[src/rtl/fetch_sequencer_pkg.sv]
// -----------------------------------------------------------------------------
// fetch_sequencer_pkg
// Shared definitions for the instruction fetch sequencer:
//   XLEN          - architectural address/data width
//   INSTR_BYTES   - bytes per instruction (sequential PC step)
//   fetch_state_e - sequencer FSM states
//   next_pc()     - sequential successor of a PC (wraps modulo 2^XLEN)
//   addr_misaligned() - true when an address is not instruction aligned
// -----------------------------------------------------------------------------
package fetch_sequencer_pkg;

    localparam int XLEN        = 32;
    localparam int INSTR_BYTES = 4;

    typedef enum logic [1:0] {
        ST_REQ  = 2'b00,  // issue a request at pc
        ST_WAIT = 2'b01,  // one request outstanding, waiting for its response
        ST_HOLD = 2'b10,  // instruction presented to decode
        ST_TRAP = 2'b11   // misaligned redirect seen, fetch parked
    } fetch_state_e;

    // Sequential successor; natural overflow gives the 0xFFFFFFFC -> 0x0 wrap.
    function automatic logic [XLEN-1:0] next_pc(input logic [XLEN-1:0] cur);
        return cur + XLEN'(INSTR_BYTES);
    endfunction

    function automatic logic addr_misaligned(input logic [XLEN-1:0] addr);
        return (addr[1:0] != 2'b00);
    endfunction

endpackage

[src/rtl/fetch_sequencer_if.sv]
// -----------------------------------------------------------------------------
// fetch_sequencer_if
// Bundles the instruction-memory request/response channel and the
// decode-facing instruction channel of the fetch sequencer.
//   master : the fetch sequencer (drives requests and instructions)
//   slave  : memory + decode side (drives ready, responses, inst_ready)
// -----------------------------------------------------------------------------
interface fetch_sequencer_if;
    import fetch_sequencer_pkg::*;

    logic            imem_req_valid;
    logic [XLEN-1:0] imem_req_addr;
    logic            imem_req_ready;
    logic            imem_rsp_valid;
    logic [XLEN-1:0] imem_rsp_data;
    logic            inst_valid;
    logic [XLEN-1:0] inst_data;
    logic [XLEN-1:0] inst_pc;
    logic            inst_ready;

    modport master (
        output imem_req_valid,
        output imem_req_addr,
        input  imem_req_ready,
        input  imem_rsp_valid,
        input  imem_rsp_data,
        output inst_valid,
        output inst_data,
        output inst_pc,
        input  inst_ready
    );

    modport slave (
        input  imem_req_valid,
        input  imem_req_addr,
        output imem_req_ready,
        output imem_rsp_valid,
        output imem_rsp_data,
        input  inst_valid,
        input  inst_data,
        input  inst_pc,
        output inst_ready
    );

endinterface

[src/rtl/fetch_sequencer_pc.sv]
// -----------------------------------------------------------------------------
// fetch_sequencer_pc
// Program counter storage block.
// Ports:
//   clk      - clock, state updates on rising edge
//   reset    - synchronous active-low reset, loads RESET_PC
//   load_en  - load load_pc (redirect); has priority over inc_en
//   load_pc  - redirect target
//   inc_en   - advance to the next sequential instruction
//   pc       - current PC (registered)
// -----------------------------------------------------------------------------
module fetch_sequencer_pc
    import fetch_sequencer_pkg::*;
#(
    parameter logic [XLEN-1:0] RESET_PC = 32'h0000_0000
) (
    input  logic            clk,
    input  logic            reset,
    input  logic            load_en,
    input  logic [XLEN-1:0] load_pc,
    input  logic            inc_en,
    output logic [XLEN-1:0] pc
);

    logic [XLEN-1:0] pc_r;

    // PC register: reset value, redirect load, or sequential advance
    always_ff @(posedge clk) begin
        if (!reset) begin
            pc_r <= RESET_PC;
        end else if (load_en) begin
            pc_r <= load_pc;
        end else if (inc_en) begin
            pc_r <= next_pc(pc_r);
        end else begin
            pc_r <= pc_r;
        end
    end

    assign pc = pc_r;

endmodule

[src/rtl/fetch_sequencer.sv]
// -----------------------------------------------------------------------------
// fetch_sequencer
// Single-outstanding instruction fetch sequencer. Issues a request at pc,
// waits for the response, presents the instruction to decode until it is
// consumed, then advances. Redirects reload pc; a response belonging to a
// request made before the redirect is dropped via the flush flag.
// Misaligned redirect targets (ALIGN_CHECK=1) park the sequencer in TRAP
// and pulse misalign_err until an aligned redirect arrives.
// Ports:
//   clk            - clock, rising edge
//   reset          - synchronous active-low reset
//   redirect_valid - branch/jump taken this cycle
//   redirect_pc    - redirect target
//   stall          - suppresses new request issue
//   bus            - memory request/response and decode instruction channel
//   misalign_err   - one-cycle pulse for a misaligned redirect target
//   pc             - current fetch PC
// -----------------------------------------------------------------------------
module fetch_sequencer
    import fetch_sequencer_pkg::*;
#(
    parameter logic [XLEN-1:0] RESET_PC    = 32'h0000_0000,
    parameter bit              ALIGN_CHECK = 1'b1
) (
    input  logic                 clk,
    input  logic                 reset,
    input  logic                 redirect_valid,
    input  logic [XLEN-1:0]      redirect_pc,
    input  logic                 stall,
    fetch_sequencer_if.master    bus,
    output logic                 misalign_err,
    output logic [XLEN-1:0]      pc
);

    fetch_state_e    state_r;
    logic            flush_r;
    logic            inst_valid_r;
    logic [XLEN-1:0] inst_data_r;
    logic [XLEN-1:0] inst_pc_r;
    logic            misalign_err_r;

    logic [XLEN-1:0] pc_s;
    logic            req_valid_s;
    logic            handshake_s;
    logic            pending_s;
    logic            misaligned_s;
    logic            capture_s;
    logic            pc_load_s;
    logic            pc_inc_s;

    fetch_sequencer_pc #(
        .RESET_PC (RESET_PC)
    ) u_pc (
        .clk     (clk),
        .reset   (reset),
        .load_en (pc_load_s),
        .load_pc (redirect_pc),
        .inc_en  (pc_inc_s),
        .pc      (pc_s)
    );

    // Request issue, handshake detection and pc update decode
    always_comb begin
        req_valid_s  = 1'b0;
        handshake_s  = 1'b0;
        pending_s    = 1'b0;
        misaligned_s = 1'b0;
        capture_s    = 1'b0;
        pc_load_s    = 1'b0;
        pc_inc_s     = 1'b0;

        // A set flush_r in REQ means a stale response is still in flight;
        // holding off issue keeps at most one request outstanding.
        if (reset && (state_r == ST_REQ) && !flush_r && !stall) begin
            req_valid_s = 1'b1;
        end else begin
            req_valid_s = 1'b0;
        end

        handshake_s = req_valid_s && bus.imem_req_ready;

        // A response is still owed to us either in WAIT or while flushing.
        pending_s = (state_r == ST_WAIT) || flush_r;

        if (ALIGN_CHECK) begin
            misaligned_s = addr_misaligned(redirect_pc);
        end else begin
            misaligned_s = 1'b0;
        end

        if (!redirect_valid && (state_r == ST_WAIT) && bus.imem_rsp_valid && !flush_r) begin
            capture_s = 1'b1;
        end else begin
            capture_s = 1'b0;
        end

        pc_load_s = redirect_valid;
        pc_inc_s  = capture_s;
    end

    // Sequencing FSM together with the decode-facing output register
    always_ff @(posedge clk) begin
        if (!reset) begin
            state_r        <= ST_REQ;
            // A request accepted before reset still returns afterwards; mark
            // it stale unless it is arriving right now.
            flush_r        <= (state_r == ST_WAIT) && !bus.imem_rsp_valid;
            inst_valid_r   <= 1'b0;
            inst_data_r    <= {XLEN{1'b0}};
            inst_pc_r      <= {XLEN{1'b0}};
            misalign_err_r <= 1'b0;
        end else if (redirect_valid) begin
            // Redirect wins over stall, inst_ready and response capture.
            misalign_err_r <= misaligned_s;
            inst_valid_r   <= 1'b0;
            flush_r        <= (pending_s && !bus.imem_rsp_valid) || handshake_s;
            if (misaligned_s) begin
                state_r <= ST_TRAP;
            end else begin
                state_r <= ST_REQ;
            end
        end else begin
            misalign_err_r <= 1'b0;
            case (state_r)
                ST_REQ: begin
                    if (flush_r) begin
                        if (bus.imem_rsp_valid) begin
                            flush_r <= 1'b0;
                        end
                    end else if (handshake_s) begin
                        state_r <= ST_WAIT;
                    end
                end
                ST_WAIT: begin
                    if (capture_s) begin
                        inst_valid_r <= 1'b1;
                        inst_data_r  <= bus.imem_rsp_data;
                        inst_pc_r    <= pc_s;
                        state_r      <= ST_HOLD;
                    end else if (bus.imem_rsp_valid) begin
                        flush_r <= 1'b0;
                        state_r <= ST_REQ;
                    end
                end
                ST_HOLD: begin
                    if (bus.inst_ready) begin
                        inst_valid_r <= 1'b0;
                        state_r      <= ST_REQ;
                    end
                end
                ST_TRAP: begin
                    if (flush_r && bus.imem_rsp_valid) begin
                        flush_r <= 1'b0;
                    end
                end
                default: begin
                    state_r      <= ST_REQ;
                    flush_r      <= 1'b0;
                    inst_valid_r <= 1'b0;
                end
            endcase
        end
    end

    assign bus.imem_req_valid = req_valid_s;
    assign bus.imem_req_addr  = pc_s;
    assign bus.inst_valid     = inst_valid_r;
    assign bus.inst_data      = inst_data_r;
    assign bus.inst_pc        = inst_pc_r;
    assign misalign_err       = misalign_err_r;
    assign pc                 = pc_s;

endmodule

[src/flat_wrapper.sv]
// flat-port wrapper written by rule: the top's interface ports become plain ports
module fetch_sequencer_flat import fetch_sequencer_pkg::*;
#(
    parameter logic [XLEN-1:0] RESET_PC    = 32'h0000_0000,
    parameter bit              ALIGN_CHECK = 1'b1
)
  (clk, reset, redirect_valid, redirect_pc, stall, misalign_err, pc, bus_imem_req_valid, bus_imem_req_addr, bus_imem_req_ready, bus_imem_rsp_valid, bus_imem_rsp_data, bus_inst_valid, bus_inst_data, bus_inst_pc, bus_inst_ready);
  fetch_sequencer_if bus_i ();
  input  logic clk;
  input  logic reset;
  input  logic redirect_valid;
  input  logic [XLEN-1:0] redirect_pc;
  input  logic stall;
  output logic misalign_err;
  output logic [XLEN-1:0] pc;
  output wire logic [$bits(bus_i.imem_req_valid)-1:0] bus_imem_req_valid;
  output wire logic [$bits(bus_i.imem_req_addr)-1:0] bus_imem_req_addr;
  input wire logic [$bits(bus_i.imem_req_ready)-1:0] bus_imem_req_ready;
  input wire logic [$bits(bus_i.imem_rsp_valid)-1:0] bus_imem_rsp_valid;
  input wire logic [$bits(bus_i.imem_rsp_data)-1:0] bus_imem_rsp_data;
  output wire logic [$bits(bus_i.inst_valid)-1:0] bus_inst_valid;
  output wire logic [$bits(bus_i.inst_data)-1:0] bus_inst_data;
  output wire logic [$bits(bus_i.inst_pc)-1:0] bus_inst_pc;
  input wire logic [$bits(bus_i.inst_ready)-1:0] bus_inst_ready;
  assign bus_imem_req_valid = bus_i.imem_req_valid;
  assign bus_imem_req_addr = bus_i.imem_req_addr;
  assign bus_i.imem_req_ready = bus_imem_req_ready;
  assign bus_i.imem_rsp_valid = bus_imem_rsp_valid;
  assign bus_i.imem_rsp_data = bus_imem_rsp_data;
  assign bus_inst_valid = bus_i.inst_valid;
  assign bus_inst_data = bus_i.inst_data;
  assign bus_inst_pc = bus_i.inst_pc;
  assign bus_i.inst_ready = bus_inst_ready;
  fetch_sequencer #(.RESET_PC(RESET_PC), .ALIGN_CHECK(ALIGN_CHECK)) u_core (.clk(clk), .reset(reset), .redirect_valid(redirect_valid), .redirect_pc(redirect_pc), .stall(stall), .bus(bus_i), .misalign_err(misalign_err), .pc(pc));
endmodule
[config.mk]
export PLATFORM = sky130hd
export DESIGN_NAME = fetch_sequencer_flat
export DESIGN_NICKNAME = d
export VERILOG_FILES = /design/src/rtl/fetch_sequencer_pkg.sv /design/src/rtl/fetch_sequencer_if.sv /design/src/rtl/fetch_sequencer_pc.sv /design/src/rtl/fetch_sequencer.sv /design/src/flat_wrapper.sv
export SDC_FILE = /design/constraint.sdc
export NUM_CORES = 1
export LEC_CHECK = 0
export CORE_MARGIN = 2
export CORE_UTILIZATION = 39
export CTS_CLUSTER_SIZE = 14
export DETAILED_ROUTE_END_ITERATION = 8
export PLACE_DENSITY = 0.8
export SYNTH_ARGS = -nofsm -noshare
export SYNTH_HDL_FRONTEND = slang
export SYNTH_SLANG_ARGS = --single-unit
[constraint.sdc]
create_clock -name clk -period 1.82 [get_ports clk]
set_clock_uncertainty 0.05 [all_clocks]
set_input_delay 0.273 -clock clk [delete_from_list [all_inputs] [get_ports clk]]
set_output_delay 0.273 -clock clk [all_outputs]
set_load 0.005 [all_outputs]
* Word-level counts from Yosys, hierarchy flattened
Index checks and enable logic that the tools add are counted.
** Word-level totals
- Flip-flop bits (word level) :: 101
- Output and inout bits :: 131
- Input bits :: 71
- Word-level logic and storage cells :: 73
** Cells by class
- Bitwise logic cells :: 2
- Equality and inequality tests :: 13
- $add $sub $neg :: 1
- Muxes and demuxes :: 23
- Reductions and logical operators :: 27
** Operator list (count)
- $mux W32 :: 2
- $add A32 B3 Y32 const B :: 1
- $mux W2 :: 7
- $mux W1 :: 11
- $logic_and A1 B1 Y1 :: 10
- $ne A4 B3 Y1 const B :: 2
- $ne A4 B4 Y1 const B :: 2
- $ne A3 B3 Y1 const B :: 2
- $pmux W2 S3 :: 1
- $reduce_and A3 Y1 :: 2
- $reduce_bool A2 Y1 :: 3
- $ne A5 B1 Y1 const B :: 1
- $reduce_and A5 Y1 :: 1
- $eq A2 B2 Y1 const B :: 2
- $logic_not A1 Y1 :: 4
- $reduce_and A4 Y1 :: 1
- $reduce_bool A4 Y1 :: 1
- $ne A3 B2 Y1 const B :: 1
- $pmux W1 S3 :: 1
- $eq A2 B1 Y1 const B :: 1
- $logic_not A2 Y1 :: 1
- $logic_or A1 B1 Y1 :: 2
- $ne A2 B1 Y1 const B :: 1
- $ne A2 B2 Y1 const B :: 1
- other kinds (4) :: 5

* Depth between registers and ports, before layout
- Depth after elaboration :: 10
- Depth in mapped cells :: 9
- Depth with buffers taken out :: 7

* Cells and area by module
A second synthesis with hierarchy kept.
** Unflattened totals
- Cell total of the unflattened synthesis :: 587
- Area total of the unflattened synthesis :: 4663.2 um^2
** By module, submodules not included
- fetch_sequencer :: cells each 354, area each 2798.9 um^2, seq. area each 1391.3 um^2, times used 1
- fetch_sequencer_pc :: cells each 233, area each 1864.3 um^2, seq. area each 640.6 um^2, times used 1

* Worst setup path after synthesis
No wires, ideal clock.
- Path kind :: reg-to-reg
- Start :: register u_core.state_r[1]
- End :: register u_core.u_pc.pc_r[17] (netlist: u_core.u_pc.pc[17])
- Path slack :: -92 ps
- Arrival time :: 1787 ps
- Data required time :: 1696 ps
- Stages on the path, launching flop included :: 9
- Setup time :: 74 ps
- Clock period less this slack :: 1912 ps
- Cells stage by stage :: dfxtp_1 inv_1 ha_1 buf_4 nand3b_4 nor4_4 nand4_2 or3_1 a31oi_1
** On the way
- Cells in the longest elaborated chain, start to end :: 6
** Ends and longest elaborated chain
- start, declared :: RTL line fetch_sequencer.sv:35 : fetch_state_e state_r;
- start signal, assigned :: RTL line fetch_sequencer.sv:104 : state_r <= ST_REQ;
- start signal, assigned :: RTL line fetch_sequencer.sv:118 : state_r <= ST_TRAP;
- start signal, assigned :: RTL line fetch_sequencer.sv:120 : state_r <= ST_REQ;
- $eq A2 B1 Y1 :: RTL line fetch_sequencer.sv:91 : if (!redirect_valid && (state_r == ST_WAIT) && bus.imem_rsp_valid && !flush_r) begin
- $logic_and A1 B1 Y1 (3 in series) :: RTL line fetch_sequencer.sv:91
- $mux W1 :: RTL line fetch_sequencer.sv:91
- $reduce_bool A2 Y1 (no source line)
- end signal, assigned :: RTL line fetch_sequencer_pc.sv:32 : pc_r <= load_pc;
- end signal, assigned :: RTL line fetch_sequencer_pc.sv:34 : pc_r <= next_pc(pc_r);
- end signal, assigned :: RTL line fetch_sequencer_pc.sv:36 : pc_r <= pc_r;
- end, declared :: RTL line fetch_sequencer_pc.sv:25 : logic [XLEN-1:0] pc_r;
No other way between the ends.
A chain may end at the register's enable or synchronous reset.

* Worst setup path after layout
- Start :: register u_core.state_r[1]
- End :: register u_core.u_pc.pc_r[8] (netlist: u_core.u_pc.pc[8])
The elaborated chain is that of the path after synthesis.

==> results.cfg <==
[hold_path]
hold_start = reset
hp-class = in2reg
holdPathEnd = u_core.misalign_err
min_path_cells = 3

[floorplan]
row_count = 40
initial_core_util_pct = 39.5
die_x_microns = 114
core_sq_um = 11900
die-area_sq_um = 13000
fp.dieH_microns = 114
ios = 202

[sta]
fmaxAchievable_ghz = 0.555
finalCriticalPeriod_ns = 1.80
timing.final.crit_share_pct = 98.9
slew_headroom_pct = 67.0
hold_viol_final = 0
tns_ns = 0
worst_slack_ns = 0.0194
finalSetupViolations = 0
slew_viol_final = 0
worst_pin_slew_ns = 0.494

[worst_setup_path]
crit_fanout = 5
end_kind = flop
max_stage_delay_ns = 0.34
crit_type = reg2reg
r2r_end = u_core.u_pc.pc[8]
crit_family = simple AND/OR/NAND/NOR gates
cp.arrival_ns = 1.99
startpoint_type = flop
path_cells = inv_2 -> ha_4 -> nand4b_1 -> nor2_2 -> nand2_1 -> xnor2_1 -> o211a_1
r2r_start = u_core.state_r[1]
rrSetupSlack_ns = 0.02
crit_buf_inv = 1
critical_path_required_ns = 2.01
reg2reg_depth = 7
slowest_stage = dfxtp_2

[final_layout]
fillers = 1025
antenna_cells = 0
final_util_pct = 62.0
drive_gt1_share_pct = 12.4
areaGrowthSynthToFinish_pct = 56.9
fin_nets = 847

[routing]
ant_nets = 0
wl_per_cell_microns = 15.7
drt_iter0_drc = 275
dr.pass1.iters = 5
num_vias = 4686
drc = 0
drt-vias-per-instance = 5.08
wl_microns = 14500

[pwr]
leakage_nw = 2.71
total_power_mw = 5.68
ir_drop_v = 0.000538
power.density_nw_per_um2 = 768

[placed_design]
dp_hpwl_microns = 10700
gp_congestion = 0.876
portBuffers = 201
place_worst_setup_slack_ns = -0.222

[yosys]
synth.net_count = 645
synthAdderAreaFrac_pct = 1.33
netlist_instances = 569
synthSimpleGateAreaFrac_pct = 22.7
synth.area.mux_share_pct = 0.850
synth_warnings = 0
synth_compound_area_share_pct = 18.5
synth-seq-area-share_pct = 43.1
synth_xor_xnor_area_share_pct = 4.46
ys_seq_elements = 101
postSynthAreaPerCell_sq_um = 8.28
synth_cell_type_count = 43
synth_top_family_by_area = simple AND/OR/NAND/NOR gates
synth.cell_area_sq_um = 4710

[cts]
cts_tree = built
clock_latency_ns = 0.35
root_buffer = clkbuf_16
cts_max_level = 3
clk_path_buf_depth = 2
cts_sinks = 101
cts_buffers = 9
cts_hold_buf = 0
clk_pin_slew_ns = 0.07

[grt]
grt_start_max_net_pins = 59
grt_pass1_vias = 4621
grt_overflow = 0
grt_pass1_wl_microns = 22700
grt_use_total_pct = 21.9
antenna_found_initial = 0

[status]
status = finished clean

[run]
max_cap_violations = 0
[metal layers]
layer | up-vias | global-route usage (%) | routed length, microns
met3 | 33 | 5.26 | 857
met5 | - | 0 | 0
met2 | 181 | 37.7 | 7170
li1 | 2285 | - | -
met1 | 2187 | 26.5 | 6060
met4 | 0 | 8.78 | 419
[cell type report]
class	instances	area [sq um]	area share (%)
Clock inverter	7	95.1	1.29
Inverter	6	22.5	0.305
Tap cell	147	184	2.49
Sequential cell	101	2040	27.5
Timing Repair Buffer	258	2520	34.1
Multi-Input combinational cell	395	2310	31.2
Clock buffer	9	225	3.05
[metrics by stage]
stage          hold slack (ns)  instances  cell area, sq um
3_3_place_gp             0.400        901              6960
6_report                 0.227        923              7390
4_1_cts                  0.221        920              7330
3_5_place_dp             0.409        901              6960
2_1_floorplan            0.363        569              4710
5_1_grt                  0.238        923              7390
[flip-flops by register name (all words and copies together), names as in the netlist]
register	flops
u_core.bus.inst_data	32
u_core.bus.inst_pc	32
u_core.bus.inst_valid	1
u_core.flush_r	1
u_core.misalign_err	1
u_core.state_r	2
u_core.u_pc.pc	32
[worst min-delay path, stage by stage]
cell	delay, ns
buf_2	0.17
nand2_1	0.09
nor2_1	0.05
[cells by family (layout without fill, tap and decap cells)]
family,count (synthesis),count (layout)
AND/OR/NAND/NOR,233,233
AO/OA/AOI/OAI,129,129
flip-flops,101,101
buffers and inverters,73,280
XOR/XNOR,24,24
adder cells (fa/ha/maj),5,5
multiplexers,4,4
[worst max-delay path by stage]
stage	startpoint	to	slack, ns	cells past startpoint
floorplan	u_core.state_r[1]	u_core.bus.inst_data[10]	-0.08	9
global placement	bus_imem_rsp_valid	u_core.u_pc.pc[14]	-0.17	6
detailed placement	bus_imem_rsp_valid	u_core.u_pc.pc[14]	-0.22	6
CTS	u_core.state_r[1]	u_core.u_pc.pc[8]	-0.004	7
global route	u_core.u_pc.pc[2]	u_core.u_pc.pc[28]	-0.03	5
finish	u_core.state_r[1]	u_core.u_pc.pc[8]	0.02	7
[where the power goes]
group          leakage (nW)  switching [mW]  internal, mW  total, mW
sequential            0.827          0.0882          2.32       2.41
clock                 0.156           0.893          1.21       2.10
combinational          1.72           0.477         0.683       1.16
total                  2.71            1.46          4.22       5.68
[cell usage in the layout, fill, tap and decap left out, types with 12 or more instances in the layout]
| master | instances |
|---|---|
| nand3_1 | 12 |
| dfxtp_1 | 97 |
| nand4_1 | 12 |
| o21ai_0 | 30 |
| buf_4 | 49 |
| clkdlybuf4s50_1 | 199 |
| a21boi_0 | 61 |
| a21oi_1 | 16 |
| xnor2_1 | 13 |
| nand2_1 | 154 |
[cell usage after synthesis, drive strengths merged]
master	count	area (sq um)
nand2	155	582
dfxtp	100	2000
a21boi	64	480
buf	44	305
o21ai	30	150
clkbuf	23	96.3
a21oi	16	80.1
nand3	13	70.1
nand4	13	87.6
xnor2	13	114
nor2	11	41.3
xor2	11	96.3
and3	9	56.3
nor3	9	50.1
and2	6	37.5
inv	6	22.5
ha	5	62.6
nand2b	5	31.3
nor2b	5	31.3
mux2i	4	40.0
o211a	4	40.0
a211oi	3	22.5
o211ai	3	22.5
o21ba	3	30.0
nor4	2	27.5
o311ai	2	17.5
a22o	1	8.76
a2bb2oi	1	8.76
a31oi	1	6.26
and3b	1	10.0
and4	1	8.76
edfxtp	1	30.0
nand3b	1	20.0
nand4b	1	8.76
o22ai	1	6.26
or3	1	6.26
[what timing repair did]
item,CTS,global route
setup endpoints to repair,73,59
cloned,1,0
pin swaps,1,4
resized for setup,7,16
setup buffers,2,3
No activity file was read; power rests on OpenSTA's default activity.
==> RTL edit 1: new RTL, config.mk and constraints unchanged <==
Set the package constant `XLEN` to 16 (it was 32).
--- a/src/rtl/fetch_sequencer_pkg.sv
+++ b/src/rtl/fetch_sequencer_pkg.sv
@@ -9,7 +9,7 @@
 // -----------------------------------------------------------------------------
 package fetch_sequencer_pkg;
 
-    localparam int XLEN        = 32;
+    localparam int XLEN        = 16;
     localparam int INSTR_BYTES = 4;
 
     typedef enum logic [1:0] {
Ports: changed (6 resized); port bits go from 202 to 106. No check against the original RTL was run, so the function may have changed too.
==> RTL edit 1 against the unedited design <==
  * Sequential cell count decreased by 48
  * Power decreased by 54%
  * Largest power group unchanged
  * Critical endpoint is now pc[9]
  * Wire length decreased by 55%
  * Register-to-register slack improved by 0.10 ns
  * Non-clock buffer count decreased by 142
  * Cell area decreased by 49%
  * Synthesized area decreased by 46%
  * Setup slack improved by 0.088 ns
  * Critical path type is now reg -> out
  * Global-route usage decreased by 3.9 points
==> RTL edit 1: results (changes against the unedited design) <==
** Setup path
- Worst reg2reg endpoint :: u_core.u_pc.pc[11]$_SDFFE_PN0P_
- Max Fanout on Critical Path :: 8 (+3)
- Grouping stages by cell kind, the critical path spends the most delay in buffers and inverters.

** Layout
- The number of nets in the layout was 433 (-49%).

** Run status
- Status :: complete, no violations

** Routing
- Detailed-route wire length on metal 1 :: 2950 microns (-51%)
- Routed wire length on met2 :: 3157 microns (-56%)
- Avg Vias per Cell :: 4.949 (-2.5%)
- Initial DRT Pass Iterations :: 4 (-1)
- The wire length on met3 came to 333 microns (-61%).
- Drt initial violations :: 122 (-56%)

** Yosys
- Number of unique standard cell types used by synthesis :: 37 (-14%)
- The adder-cell area share of the yosys netlist is 0.02478 (+0.01150).
- The mux contribution to synthesized area was 0.01189 (+0.003394).
- The post-synthesis xor/xnor area fraction was 0.03816 (-0.006465).
- Per-instance average area after synthesis :: 8.416 sq um (+1.7%)
- Sequential fraction of the synthesis area :: 0.4242 (-0.007159)

** Place
- Minimum setup slack after placement :: -0.1015 ns (+0.1204 ns)
- The area of placed instances was 0.003581 sq mm (-49%).
- The final weighted congestion in routability-driven placement was 0.8392 (-4.2%).

** Clock tree
- The root buffer cell chosen for the clock tree is clkbuf_8.

** Global route
- The met3 track demand over resource in global routing was 0.03736 (-0.01524).
- Overall global routing resource usage :: 0.1799 (-0.03947)
- Met1 track utilization from global routing :: 0.2340 (-0.03081)

** Min path
- Hold path startpoint :: u_core.bus.inst_pc[9]$_SDFFE_PN0P_
- Worst Hold Path Cells :: 2 (-1)

** Power
- The reported leakage power is 0.001328 uW (-51%).
==> RTL edit 1: cell count changes in the layout (fill, tap and decap cells not counted), sizes merged, moves of 4 or more <==
cell	delta
clkdlybuf4s50	-95
and3	-7
xor2	-10
a21boi	-32
o21ai	-17
dfxtp	-48
nand2b	-4
buf	-47
nand2	-82
and2	-6
nand3	-9
nand4	-8
==> RTL edit 1: report_power, final <==
group | leakage, uW | switching (uW) | internal [uW]
logic | 0.000835 | 218 | 327
registers | 0.000436 | 71.5 | 1220
clock network | 0.0000566 | 370 | 394
==> RTL edit 1: how the worst max path moves through the flow <==
stage                                 endpoint  cells after the start                           start  slack [ns]
2_1_floorplan  u_core.u_pc.pc[14]$_SDFFE_PN0P_                      7  u_core.state_r[1]$_SDFFE_PN0P_        0.20
3_3_place_gp                bus_imem_req_valid                      3                           reset       -0.03
3_5_place_dp   u_core.u_pc.pc[12]$_SDFFE_PN0P_                      6              bus_imem_rsp_valid       -0.10
4_1_cts        u_core.u_pc.pc[12]$_SDFFE_PN0P_                      7  u_core.state_r[1]$_SDFFE_PN0P_        0.03
5_1_grt        u_core.u_pc.pc[14]$_SDFFE_PN0P_                      7  u_core.state_r[1]$_SDFFE_PN0P_        0.01
6_report                                 pc[9]                      1  u_core.u_pc.pc[9]$_SDFFE_PN0P_        0.11
==> RTL edit 1: cell type report <==
type,count,area [sq um]
clock buffer,8,111.4
fill,567,2579
multi-input combinational,202,1241
tap,77,96.34
timing repair buffer,116,1170
sequential,53,1075
inverter,11,41.29
==> RTL edit 1: what timing repair did <==
item	CTS	global route
setup endpoints to repair	1	23
pin swaps	2	0
resized for setup	7	5
buffers inserted	1	0
==> RTL edit 2: new RTL, config.mk and constraints unchanged <==
Made on the original files. Reset style: asynchronous (`reset`), changed in one clocked block. Comments in the files are not updated.
--- a/src/rtl/fetch_sequencer_pc.sv
+++ b/src/rtl/fetch_sequencer_pc.sv
@@ -25,7 +25,7 @@
     logic [XLEN-1:0] pc_r;
 
     // PC register: reset value, redirect load, or sequential advance
-    always_ff @(posedge clk) begin
+    always_ff @(posedge clk or negedge reset) begin
         if (!reset) begin
             pc_r <= RESET_PC;
         end else if (load_en) begin
Behaviour: differs if reset is asserted again (counterexample within 4 cycles, from zero or initial values and one cycle with reset low); with reset held inactive, the same outputs for 4 cycles.
==> RTL edit 2 against the unedited design <==
  * The flow now finishes with violations (negative setup slack)
  * Die area decreased by 0.33%
  * Synthesized area decreased by 0.35%
  * Wire length is 4.8% higher
  * Synthesized cell count up 1.2%
  * Setup slack worse by 0.19 ns
  * Power rose by 3.1%
  * Combinational power up 16%
  * Via count is 5.1% higher
  * Cell area rose by 3.2%
  * Final cell count grew 2.8%
  * Sequential cell count stayed put
  * Critical endpoint is now u_core.u_pc.pc[30]$_DFFE_PN0P_
  * Largest cell class unchanged
  * Highest routed layer unchanged
==> RTL edit 2: results (changes against the unedited design) <==
** Routing
- The wire length per cell is 16.02 microns (+1.9%).
- The final wirelength was 15210 microns (+4.8%).
- Avg Vias per Cell :: 5.192 (+2.3%)
- Detailed-route wire length on metal 1 :: 6282 microns (+3.7%)
- Drt initial violations :: 356 (+29%)

** Timing
- The sum of negative setup slack was -1.381 ns (-1.381 ns).
- The final-report setup violation count is 16 (+16).
- The final worst setup slack came to -0.1694 ns (-0.1887 ns).

** Global route
- The global-route met1 utilization was 0.2802 (+0.01539).
- Number of global-route vias before repair :: 4937 (+6.8%)
- The met2 usage in global routing is 0.4084 (+0.03154).
- The total routing usage reported by global routing was 0.2337 (+0.01435).

** Yosys
- Share of synthesized cell area in full adder, half adder and majority cells :: 0.01333 (+0.00004601)
- The mean instance size in the synthesized netlist came to 8.150 sq um (-1.6%).
- Syn Nets :: 652 (+1.1%)
- Most frequent cells after synthesis :: nand2_1 (160), dfxtp_1 (68), a21oi_1 (67)
- Proportion of register bits with asynchronous set or reset after synthesis :: 0.3168 (+0.3168)
- The post-synthesis xor/xnor area fraction came to 0.01679 (-0.02783).
- Sequential fraction of the synthesis area :: 0.4670 (+0.03561)

** Run status
- Failing checks :: negative setup slack
- Status :: finished with violations

** Place
- The final weighted congestion in routability-driven placement is 0.9040 (+3.1%).
- Placed Cells incl. Taps :: 926 (+2.8%)

** Layout
- Number of nets in the finished design :: 873 (+3.1%)

** Setup path
- The slowest stage of the critical path is the or4_4 cell.

** Power
- The switching share of power came to 0.2603 (+0.003320).
## RTL edit 2: final cells by class
| type | instances | area, sq um |
|---|---|---|
| Multi-Input combinational cell | 393 | 2211 |
| Fill cell | 985 | 4233 |
| Clock buffer | 13 | 314.1 |
| Clock inverter | 3 | 17.52 |
| Tap cell | 147 | 183.9 |
| Inverter | 15 | 56.30 |
| Timing Repair Buffer | 277 | 2649 |
| Sequential cell | 101 | 2197 |
## RTL edit 2: cell families after synthesis
| logic type | after synthesis |
|---|---|
| xor gates and xnor gates | 9 |
| muxes | 5 |
| buffers and inverters | 83 |
| and+or+nand+nor | 249 |
| AOI/OAI and AO/OA | 124 |
| adders and majority gates | 5 |
| DFF | 101 |
## RTL edit 2: timing repair
| item | 4_1_cts | 5_1_grt |
|---|---|---|
| setup buffers | 3 | 4 |
| hold buffers | 1 | 0 |
| pin swaps | 1 | 9 |
| hold endpoints to repair | 8 | 0 |
| cloned | 1 | 0 |
| endpoints found under the setup margin | 83 | 23 |
| resized for setup | 8 | 21 |
## RTL edit 2: metrics by stage
| step | utilization | power, uW | hold slack [ns] | area (sq um) | worst slack (ns) |
|---|---|---|---|---|---|
| after floorplan | - | 3012 | -0.07259 | 4736 | -0.2177 |
| after global placement | 0.6006 | 3736 | 0.2748 | 7124 | -0.4314 |
| after detailed placement | 0.6006 | 3783 | 0.2799 | 7124 | -0.4829 |
| after CTS | 0.6346 | 5879 | 0.1389 | 7527 | -0.1376 |
| after global routing | 0.6431 | 6120 | 0.2020 | 7629 | -0.2673 |
| final | 0.6431 | 5852 | 0.1643 | 7629 | -0.1694 |
